--- config.mk ---
export PLATFORM = sky130hd
export DESIGN_NAME = alu_src_pipe
export DESIGN_NICKNAME = d
export VERILOG_FILES = /design/src/rtl/alu_src_pipe.sv
export SDC_FILE = /design/constraint.sdc
export NUM_CORES = 1
export LEC_CHECK = 0
export CORE_MARGIN = 2
export CORE_UTILIZATION = 40
export DETAILED_ROUTE_END_ITERATION = 10
export HOLD_SLACK_MARGIN = 0.03
export PLACE_DENSITY_LB_ADDON = 0.15
export SYNTH_ARGS = -nofsm -noshare
export SYNTH_HDL_FRONTEND = slang
export SYNTH_SLANG_ARGS = --single-unit
--- constraint.sdc ---
create_clock -name clk -period 2.04 [get_ports clk]
set_input_delay 0.408 -clock clk [delete_from_list [all_inputs] [get_ports clk]]
set_output_delay 0.408 -clock clk [all_outputs]
set_load 0.02 [all_outputs]
--- src/rtl/alu_src_pipe.sv ---
// ----------------------------------------------------------------------------
// alu_src_pipe
//
// Registered ALU operand source selector. It accepts a request naming one of
// NSRC operand sources and waits until that source reports valid data. The
// operand is then held in a one-entry output register with valid/ready
// handshakes on both the request side and the ALU side. A select code of NSRC
// or above completes with an error (data 0) and does not return zero silently.
//
// Optional feature (macro ALU_SRC_TIMEOUT_EN):
//   When the macro is defined, a WAIT-cycle counter bounds the wait. After
//   TIMEOUT invalid WAIT cycles the request completes with an error. When the
//   macro is undefined, no counter is built and WAIT lasts until the source is
//   valid.
//
// Parameters:
//   WIDTH   - operand width in bits
//   NSRC    - number of sources (default map: 0 RF, 1 ID, 2 spare, 3 DM)
//   SEL_W   - select code width, $clog2(NSRC), minimum 1
//   TIMEOUT - maximum number of WAIT cycles before an error completion (>= 1)
//
// Ports:
//   clk          rising-edge clock
//   rst_n        asynchronous active-low reset
//   src_data_i   packed source data, source i at [i*WIDTH +: WIDTH]
//   src_valid_i  per-source data valid
//   req_valid_i  operand request present
//   req_src_i    requested source index
//   req_ready_o  request can be accepted this cycle (combinational)
//   alu_data_o   registered operand
//   alu_tag_o    source index of the operand in alu_data_o
//   alu_err_o    error completion; alu_data_o is then 0
//   alu_valid_o  alu_data_o / alu_tag_o / alu_err_o are valid
//   alu_ready_i  ALU consumes the operand
// ----------------------------------------------------------------------------
module alu_src_pipe #(
    parameter int WIDTH   = 8,
    parameter int NSRC    = 4,
    parameter int SEL_W   = (NSRC > 1) ? $clog2(NSRC) : 1,
    parameter int TIMEOUT = 15
) (
    input  logic                  clk,
    input  logic                  rst_n,
    input  logic [NSRC*WIDTH-1:0] src_data_i,
    input  logic [NSRC-1:0]       src_valid_i,
    input  logic                  req_valid_i,
    input  logic [SEL_W-1:0]      req_src_i,
    output logic                  req_ready_o,
    output logic [WIDTH-1:0]      alu_data_o,
    output logic [SEL_W-1:0]      alu_tag_o,
    output logic                  alu_err_o,
    output logic                  alu_valid_o,
    input  logic                  alu_ready_i
);

    if (TIMEOUT < 1) begin : g_timeout_check
        $error("alu_src_pipe: TIMEOUT must be at least 1");
    end

    typedef enum logic [1:0] {
        ST_IDLE = 2'd0,
        ST_WAIT = 2'd1,
        ST_OUT  = 2'd2
    } state_e;

    state_e           state_q, state_d;
    logic [WIDTH-1:0] data_q,  data_d;
    logic [SEL_W-1:0] tag_q,   tag_d;
    logic             err_q,   err_d;
    logic             valid_q, valid_d;

`ifdef ALU_SRC_TIMEOUT_EN
    localparam int CNT_W = (TIMEOUT > 0) ? $clog2(TIMEOUT + 1) : 1;
    logic [CNT_W-1:0] cnt_q, cnt_d;
`endif

    // Source lookups. A code with no matching source (>= NSRC) reads as
    // not-legal / not-valid / zero, so no out-of-range slice is ever taken.
    function automatic logic sel_legal(input logic [SEL_W-1:0] idx);
        logic hit;
        hit = 1'b0;
        for (int i = 0; i < NSRC; i++) begin
            if (idx == SEL_W'(i)) hit = 1'b1;
        end
        return hit;
    endfunction

    function automatic logic sel_valid(input logic [SEL_W-1:0] idx,
                                       input logic [NSRC-1:0]  vld);
        logic v;
        v = 1'b0;
        for (int i = 0; i < NSRC; i++) begin
            if (idx == SEL_W'(i)) v = vld[i];
        end
        return v;
    endfunction

    function automatic logic [WIDTH-1:0] sel_data(input logic [SEL_W-1:0]      idx,
                                                  input logic [NSRC*WIDTH-1:0] dat);
        logic [WIDTH-1:0] d;
        d = '0;
        for (int i = 0; i < NSRC; i++) begin
            if (idx == SEL_W'(i)) d = dat[i*WIDTH +: WIDTH];
        end
        return d;
    endfunction

    logic             accept;
    logic             req_legal;
    logic             req_hit;
    logic [WIDTH-1:0] req_word;
    logic             tag_hit;
    logic [WIDTH-1:0] tag_word;

    // The only input-to-output path: ready follows ALU_READY while in OUT.
    assign req_ready_o = (state_q == ST_IDLE) || ((state_q == ST_OUT) && alu_ready_i);
    assign accept      = req_valid_i && req_ready_o;

    assign req_legal = sel_legal(req_src_i);
    assign req_hit   = sel_valid(req_src_i, src_valid_i);
    assign req_word  = sel_data(req_src_i, src_data_i);
    assign tag_hit   = sel_valid(tag_q, src_valid_i);
    assign tag_word  = sel_data(tag_q, src_data_i);

    always_comb begin
        // NOTE: every next-state signal gets its hold value first, so no path
        // through the case statement leaves one unassigned (no latches).
        state_d = state_q;
        data_d  = data_q;
        tag_d   = tag_q;
        err_d   = err_q;
`ifdef ALU_SRC_TIMEOUT_EN
        cnt_d   = cnt_q;
`endif
        unique case (state_q)
            ST_IDLE, ST_OUT: begin
                if (accept) begin
                    // Accept from OUT behaves exactly like accept from IDLE,
                    // which is what gives one operand per cycle.
                    tag_d = req_src_i;
                    if (!req_legal) begin
                        state_d = ST_OUT;
                        data_d  = '0;
                        err_d   = 1'b1;
                    end else if (req_hit) begin
                        state_d = ST_OUT;
                        data_d  = req_word;
                        err_d   = 1'b0;
                    end else begin
                        state_d = ST_WAIT;
                        data_d  = '0;
                        err_d   = 1'b0;
`ifdef ALU_SRC_TIMEOUT_EN
                        cnt_d   = '0;
`endif
                    end
                end else if ((state_q == ST_OUT) && alu_ready_i) begin
                    state_d = ST_IDLE;
                end
            end
            ST_WAIT: begin
                if (tag_hit) begin
                    // Valid wins over a timeout expiring in the same cycle.
                    state_d = ST_OUT;
                    data_d  = tag_word;
                    err_d   = 1'b0;
                end
`ifdef ALU_SRC_TIMEOUT_EN
                else if (cnt_q == CNT_W'(TIMEOUT - 1)) begin
                    // This is the TIMEOUT-th invalid WAIT cycle.
                    state_d = ST_OUT;
                    data_d  = '0;
                    err_d   = 1'b1;
                    cnt_d   = '0;
                end else begin
                    cnt_d = cnt_q + CNT_W'(1);
                end
`endif
            end
            default: state_d = ST_IDLE;
        endcase
        valid_d = (state_d == ST_OUT);
    end

    always_ff @(posedge clk or negedge rst_n) begin
        if (!rst_n) begin
            // NOTE: the operand register is reset along with the control
            // state, so ALU_DATA/ALU_TAG read 0 after any reset.
            state_q <= ST_IDLE;
            data_q  <= '0;
            tag_q   <= '0;
            err_q   <= 1'b0;
            valid_q <= 1'b0;
`ifdef ALU_SRC_TIMEOUT_EN
            cnt_q   <= '0;
`endif
        end else begin
            // NOTE: non-blocking assignments only, so every register samples
            // the pre-edge values regardless of statement order.
            state_q <= state_d;
            data_q  <= data_d;
            tag_q   <= tag_d;
            err_q   <= err_d;
            valid_q <= valid_d;
`ifdef ALU_SRC_TIMEOUT_EN
            cnt_q   <= cnt_d;
`endif
        end
    end

    assign alu_data_o  = data_q;
    assign alu_tag_o   = tag_q;
    assign alu_err_o   = err_q;
    assign alu_valid_o = valid_q;

endmodule

* Word level (Yosys, flattened, before mapping)
Index checks and enable logic that the tools add are counted.
W data, S select, Z words.
** Cells by class
- Equality and inequality tests :: 11
- Multiplexer cells :: 35
- Reduce and logical (&&, ||, !) cells :: 10
** Operators by type and width (number)
- $mux W8 :: 12
- $pmux W8 S2 :: 1
- $mux W1 :: 15
- $eq A2 B2 Y1 const B :: 6
- $mux W2 :: 5
- $eq A2 B1 Y1 const B :: 3
- $logic_not A2 Y1 :: 3
- $ne A2 B2 Y1 const B :: 2
- $pmux W2 S2 :: 1
- $reduce_and A3 Y1 :: 1
- $logic_and A1 B1 Y1 :: 2
- $pmux W1 S2 :: 1
- $reduce_and A2 Y1 :: 1
- $reduce_bool A2 Y1 :: 1
- $reduce_or A2 Y1 :: 1
- $logic_or A1 B1 Y1 :: 1
** Storage, ports and cells
- Register bits :: 14
- Input port bits :: 42
- Output and inout bits :: 13
- Logic and storage cells :: 61

* Logic depth before layout (Yosys ltp)
- Depth in word-level cells :: 10
- Depth in mapped cells :: 6
- Gate-level depth less buffers :: 4

* Least setup slack after synthesis
No wires, ideal clock.
- Path kind :: register to register
- Start point :: reg tag_q[0] (netlist: alu_tag_o[0])
- End point :: reg data_q[0] (netlist: alu_data_o[0])
- Library setup time :: 125 ps
- Arrival :: 1855 ps
- Data required time :: 1915 ps
- Setup slack :: 60 ps
- Stages on the path, launching flop included :: 6
- Path buffers :: 1
- Period minus slack after synthesis :: 1980 ps
- Cell sequence :: dfrtp_1 > buf_6 > mux4_2 > nand2_2 > a21boi_4 > mux2_2
** Between the ends
- Cells in the longest elaborated chain, start to end :: 7
- Elaborated cells on any way between the ends :: 16
- Those cells by class :: 4 x eq/ne; 10 x mux; 2 x reduce/logical
** RTL lines
- start, declared :: RTL line 68 : logic [SEL_W-1:0] tag_q, tag_d;
- start signal, assigned :: RTL line 202 : tag_q <= tag_d;
- $logic_not A2 Y1 :: RTL line 93, 103
- $mux W8 or $mux W1 (tied branches) (4 in series) :: RTL line 103, 93
- $mux W8 or $ne A2 B2 Y1 (tied branches)
- $pmux W8 S2 or $reduce_and A3 Y1 (tied branches)
- end signal, assigned :: RTL line 201 : data_q <= data_d;
- end, declared :: RTL line 67 : logic [WIDTH-1:0] data_q, data_d;
Several ways; a longest one is shown, not always the timed one. The select of a mux whose other input is x is not followed.
A chain may end at the register's enable or synchronous reset.

* Final worst setup path
- Start point :: reg tag_q[0] (netlist: alu_tag_o[0])
- End point :: out alu_tag_o[0]
** RTL lines
- end, declared :: RTL line 50 : output logic [SEL_W-1:0] alu_tag_o,
No word-level cell between the ends.

==> flow_summary.json <==
{
  "status": "finished, final reports clean",
  "combPwrFrac_pct": 64.7,
  "grt.total_usage_pct": 19.3,
  "tightest_slew_ns": 0.781,
  "drt_wl_total_mm": 2.89,
  "hpwl_mm": 2.27,
  "crit_required_ns": 1.63,
  "drv_cap": 0,
  "gp_congestion": 0.796,
  "dr.pass1.iters": 4,
  "drc": 0,
  "insertedDiodeCount": 0,
  "reg2reg_from": "state_q[0]",
  "p_sw_share_pct": 37.3,
  "cts.sinks": 14,
  "p_int_uw": 1090,
  "root_buffer": "clkbuf_4",
  "overflow": 0,
  "num_rows": 19,
  "startpoint": "alu_tag_o[0]",
  "nets": 189,
  "rsz0062_at_grt": "false",
  "dp.cells": 171,
  "avgSynthCellArea_um2": 13.1,
  "rr_endpoint": "alu_err_o",
  "rrSetupSlack_ns": 0.19,
  "grt_pass1_wl_mm": 4.66,
  "fin_cells": 176,
  "period_share_pct": 94.5,
  "final_util_pct": 65.3,
  "worstRegToRegCells": 5,
  "power_density_nw_per_um2": 986,
  "antenna_left": 0,
  "start_kind": "register",
  "vias": 991,
  "cp-endpoint": "alu_tag_o[0]",
  "grt_max_degree": 15,
  "die_h_um": 56.8,
  "slowest_stage": "clkdlybuf4s50_1",
  "path_class": "register to output pin",
  "path_cells": "buf_4 -> clkdlybuf4s50_1",
  "initial_core_util_pct": 41.2,
  "ctsHoldBuffers": 0,
  "max_clock_freq_ghz": 0.519,
  "path_buf_inv": 2,
  "core_area_um2": 2710,
  "drv_slew": 0,
  "p_leak_uw": 0.000747,
  "yosysTopAreaCellShare_pct": 31.4,
  "yosys.area.top_type": "dfrtp_1",
  "antenna_found_initial": 0,
  "p_total_uw": 1750,
  "slew_headroom_pct": 47.8,
  "hold_path.class": "primary input to asynchronous set/reset pin",
  "fin_setup_tns_ns": 0,
  "p_clk_share_pct": 8.6,
  "ir_drop_mv": 0.637,
  "syn_inst": 85,
  "path_clk_slew_ns": 0.07,
  "crit_path_max_fanout": 10,
  "grt_pass1_vias": 977,
  "syn_nets": 127,
  "yosys-top-cells-area": "dfrtp_1, mux4_2, mux4_1",
  "clockBufferDepth": 2,
  "worst-path-stages": 2,
  "critical_path.top_delay_family": "buffers and inverters",
  "multiInputGateArea_um2": 739,
  "clk_latency_ns": 0.27,
  "synth_seq_cells": 14,
  "crit_path_end_kind": "output pin",
  "cts_buffers": 3,
  "finalHoldViolCount": 0,
  "synth-seq-area-share_pct": 31.4,
  "ys_warn_count": 0,
  "crit_arrival_ns": 1.52,
  "drt_iter0_drc": 18,
  "viasPerCell": 5.63,
  "htree_levels": 1,
  "cts_tree": "built",
  "switching_power_uw": 651,
  "setup_violations": 0,
  "die_width_um": 56.8,
  "fillCellCount": 221,
  "drt-wirelength-per-cell_um": 16.4,
  "synth_area_um2": 1120,
  "port_buffers": 54,
  "drive_above_1_share_pct": 24.8,
  "ff_latch_area_um2": 350,
  "slowest_delay_ns": 0.63,
  "syn_to_final_growth_pct": 58.6,
  "fp.dieArea_um2": 3230,
  "seq_power_share_pct": 26.7,
  "finClkSkew_ns": 0.000945,
  "io_pins": 55,
  "yosysUniqueCellTypes": 18,
  "post-route-min-period_ns": 1.93
}
==> synth_stat cells (all sizes together) <==
master,n
nand2b,1
nor2,1
o22ai,1
a21oi,1
and2,1
dfrtp,14
clkbuf,3
mux2,10
nor2b,2
nand3,8
mux4,18
o21ai,2
nand2,18
buf,4
a21boi,1
==> cells in the final DEF, fill, tap and decap left out, drive strengths merged <==
| cell type | instances |
|---|---|
| clkbuf | 3 |
| o22ai | 1 |
| clkdlybuf4s50 | 53 |
| mux4 | 18 |
| nor2 | 1 |
| mux2 | 10 |
| nand3 | 8 |
| dfrtp | 14 |
| nand2b | 1 |
| o21ai | 2 |
| and2 | 1 |
| a21boi | 2 |
| nand2 | 18 |
| nor2b | 2 |
| buf | 9 |
| a21oi | 1 |
| dlygate4sd2 | 1 |
==> flip-flops by register name (all words and copies together) (netlist names) <==
register,cells
state_q,2
alu_err_o,1
alu_valid_o,1
alu_data_o,8
alu_tag_o,2
==> routing by layer <==
metal  wire [um]  vias to the layer above  global-route usage, %
met2        1440                       36                   32.9
met4          52                        0                   8.97
met1        1270                      487                   24.7
met5           0                        -                      0
li1            -                      464                      -
met3         123                        4                   1.84
==> cells by family (layout without fill, tap and decap cells) <==
family	count (synthesis)	in the layout	share of synthesized area, %
compound gates	5	6	3.59
mux	28	28	49.1
flops	14	14	31.4
buf+inv	7	66	3.36
simple gates	31	31	12.6
==> worst min-delay path by stage <==
stage / start / endpoint / depth (start not counted) / slack [ns]
2_1_floorplan: rst_n / alu_data_o[0] / 0 / 0.11
3_3_place_gp: alu_err_o / alu_err_o / 1 / 0.48
3_5_place_dp: alu_err_o / alu_err_o / 1 / 0.48
4_1_cts: alu_err_o / alu_err_o / 1 / 0.51
5_1_grt: alu_err_o / alu_err_o / 1 / 0.51
6_report: rst_n / alu_valid_o / 1 / 0.51
==> worst register-to-register path: stages (launching register included) <==
cell and delay [ns]:
dfrtp_1 0.40, nor2b_1 0.65, nand2_2 0.13, a21boi_2 0.23
buf_4 0.16, and2_2 0.17
==> timing repair <==
item | 4_1_cts | 5_1_grt
gates resized for setup | 1 | 0
setup buffers | 0 | 1
cloned | 0 | 1
setup endpoints to repair | 1 | 6
==> cell type report <==
type | instances | share of cell area (%)
Timing Repair Buffer | 63 | 35.0
Sequential cell | 14 | 19.8
Clock buffer | 3 | 1.27
Multi-Input combinational cell | 65 | 41.8
Tap cell | 31 | 2.19
==> stage by stage <==
step	hold slack [ns]	worst slack, ns	area [um^2]
after detailed placement	0.484	-0.225	1730
after floorplan	0.112	0.0603	1120
after global placement	0.483	-0.175	1730
after CTS	0.507	0.0729	1750
final	0.505	0.112	1770
after global routing	0.514	0.0409	1770
==> power groups by stage <==
stage / Sequential [uW] / Clock [uW] / Combinational (uW)
final: 467 / 150 / 1130
after floorplan: 567 / 0 / 576
after CTS: 467 / 155 / 1110
after global placement: 466 / 0 / 1100
after detailed placement: 472 / 0 / 1110
after global routing: 483 / 169 / 1210
Power figures use the tool's default switching activity.
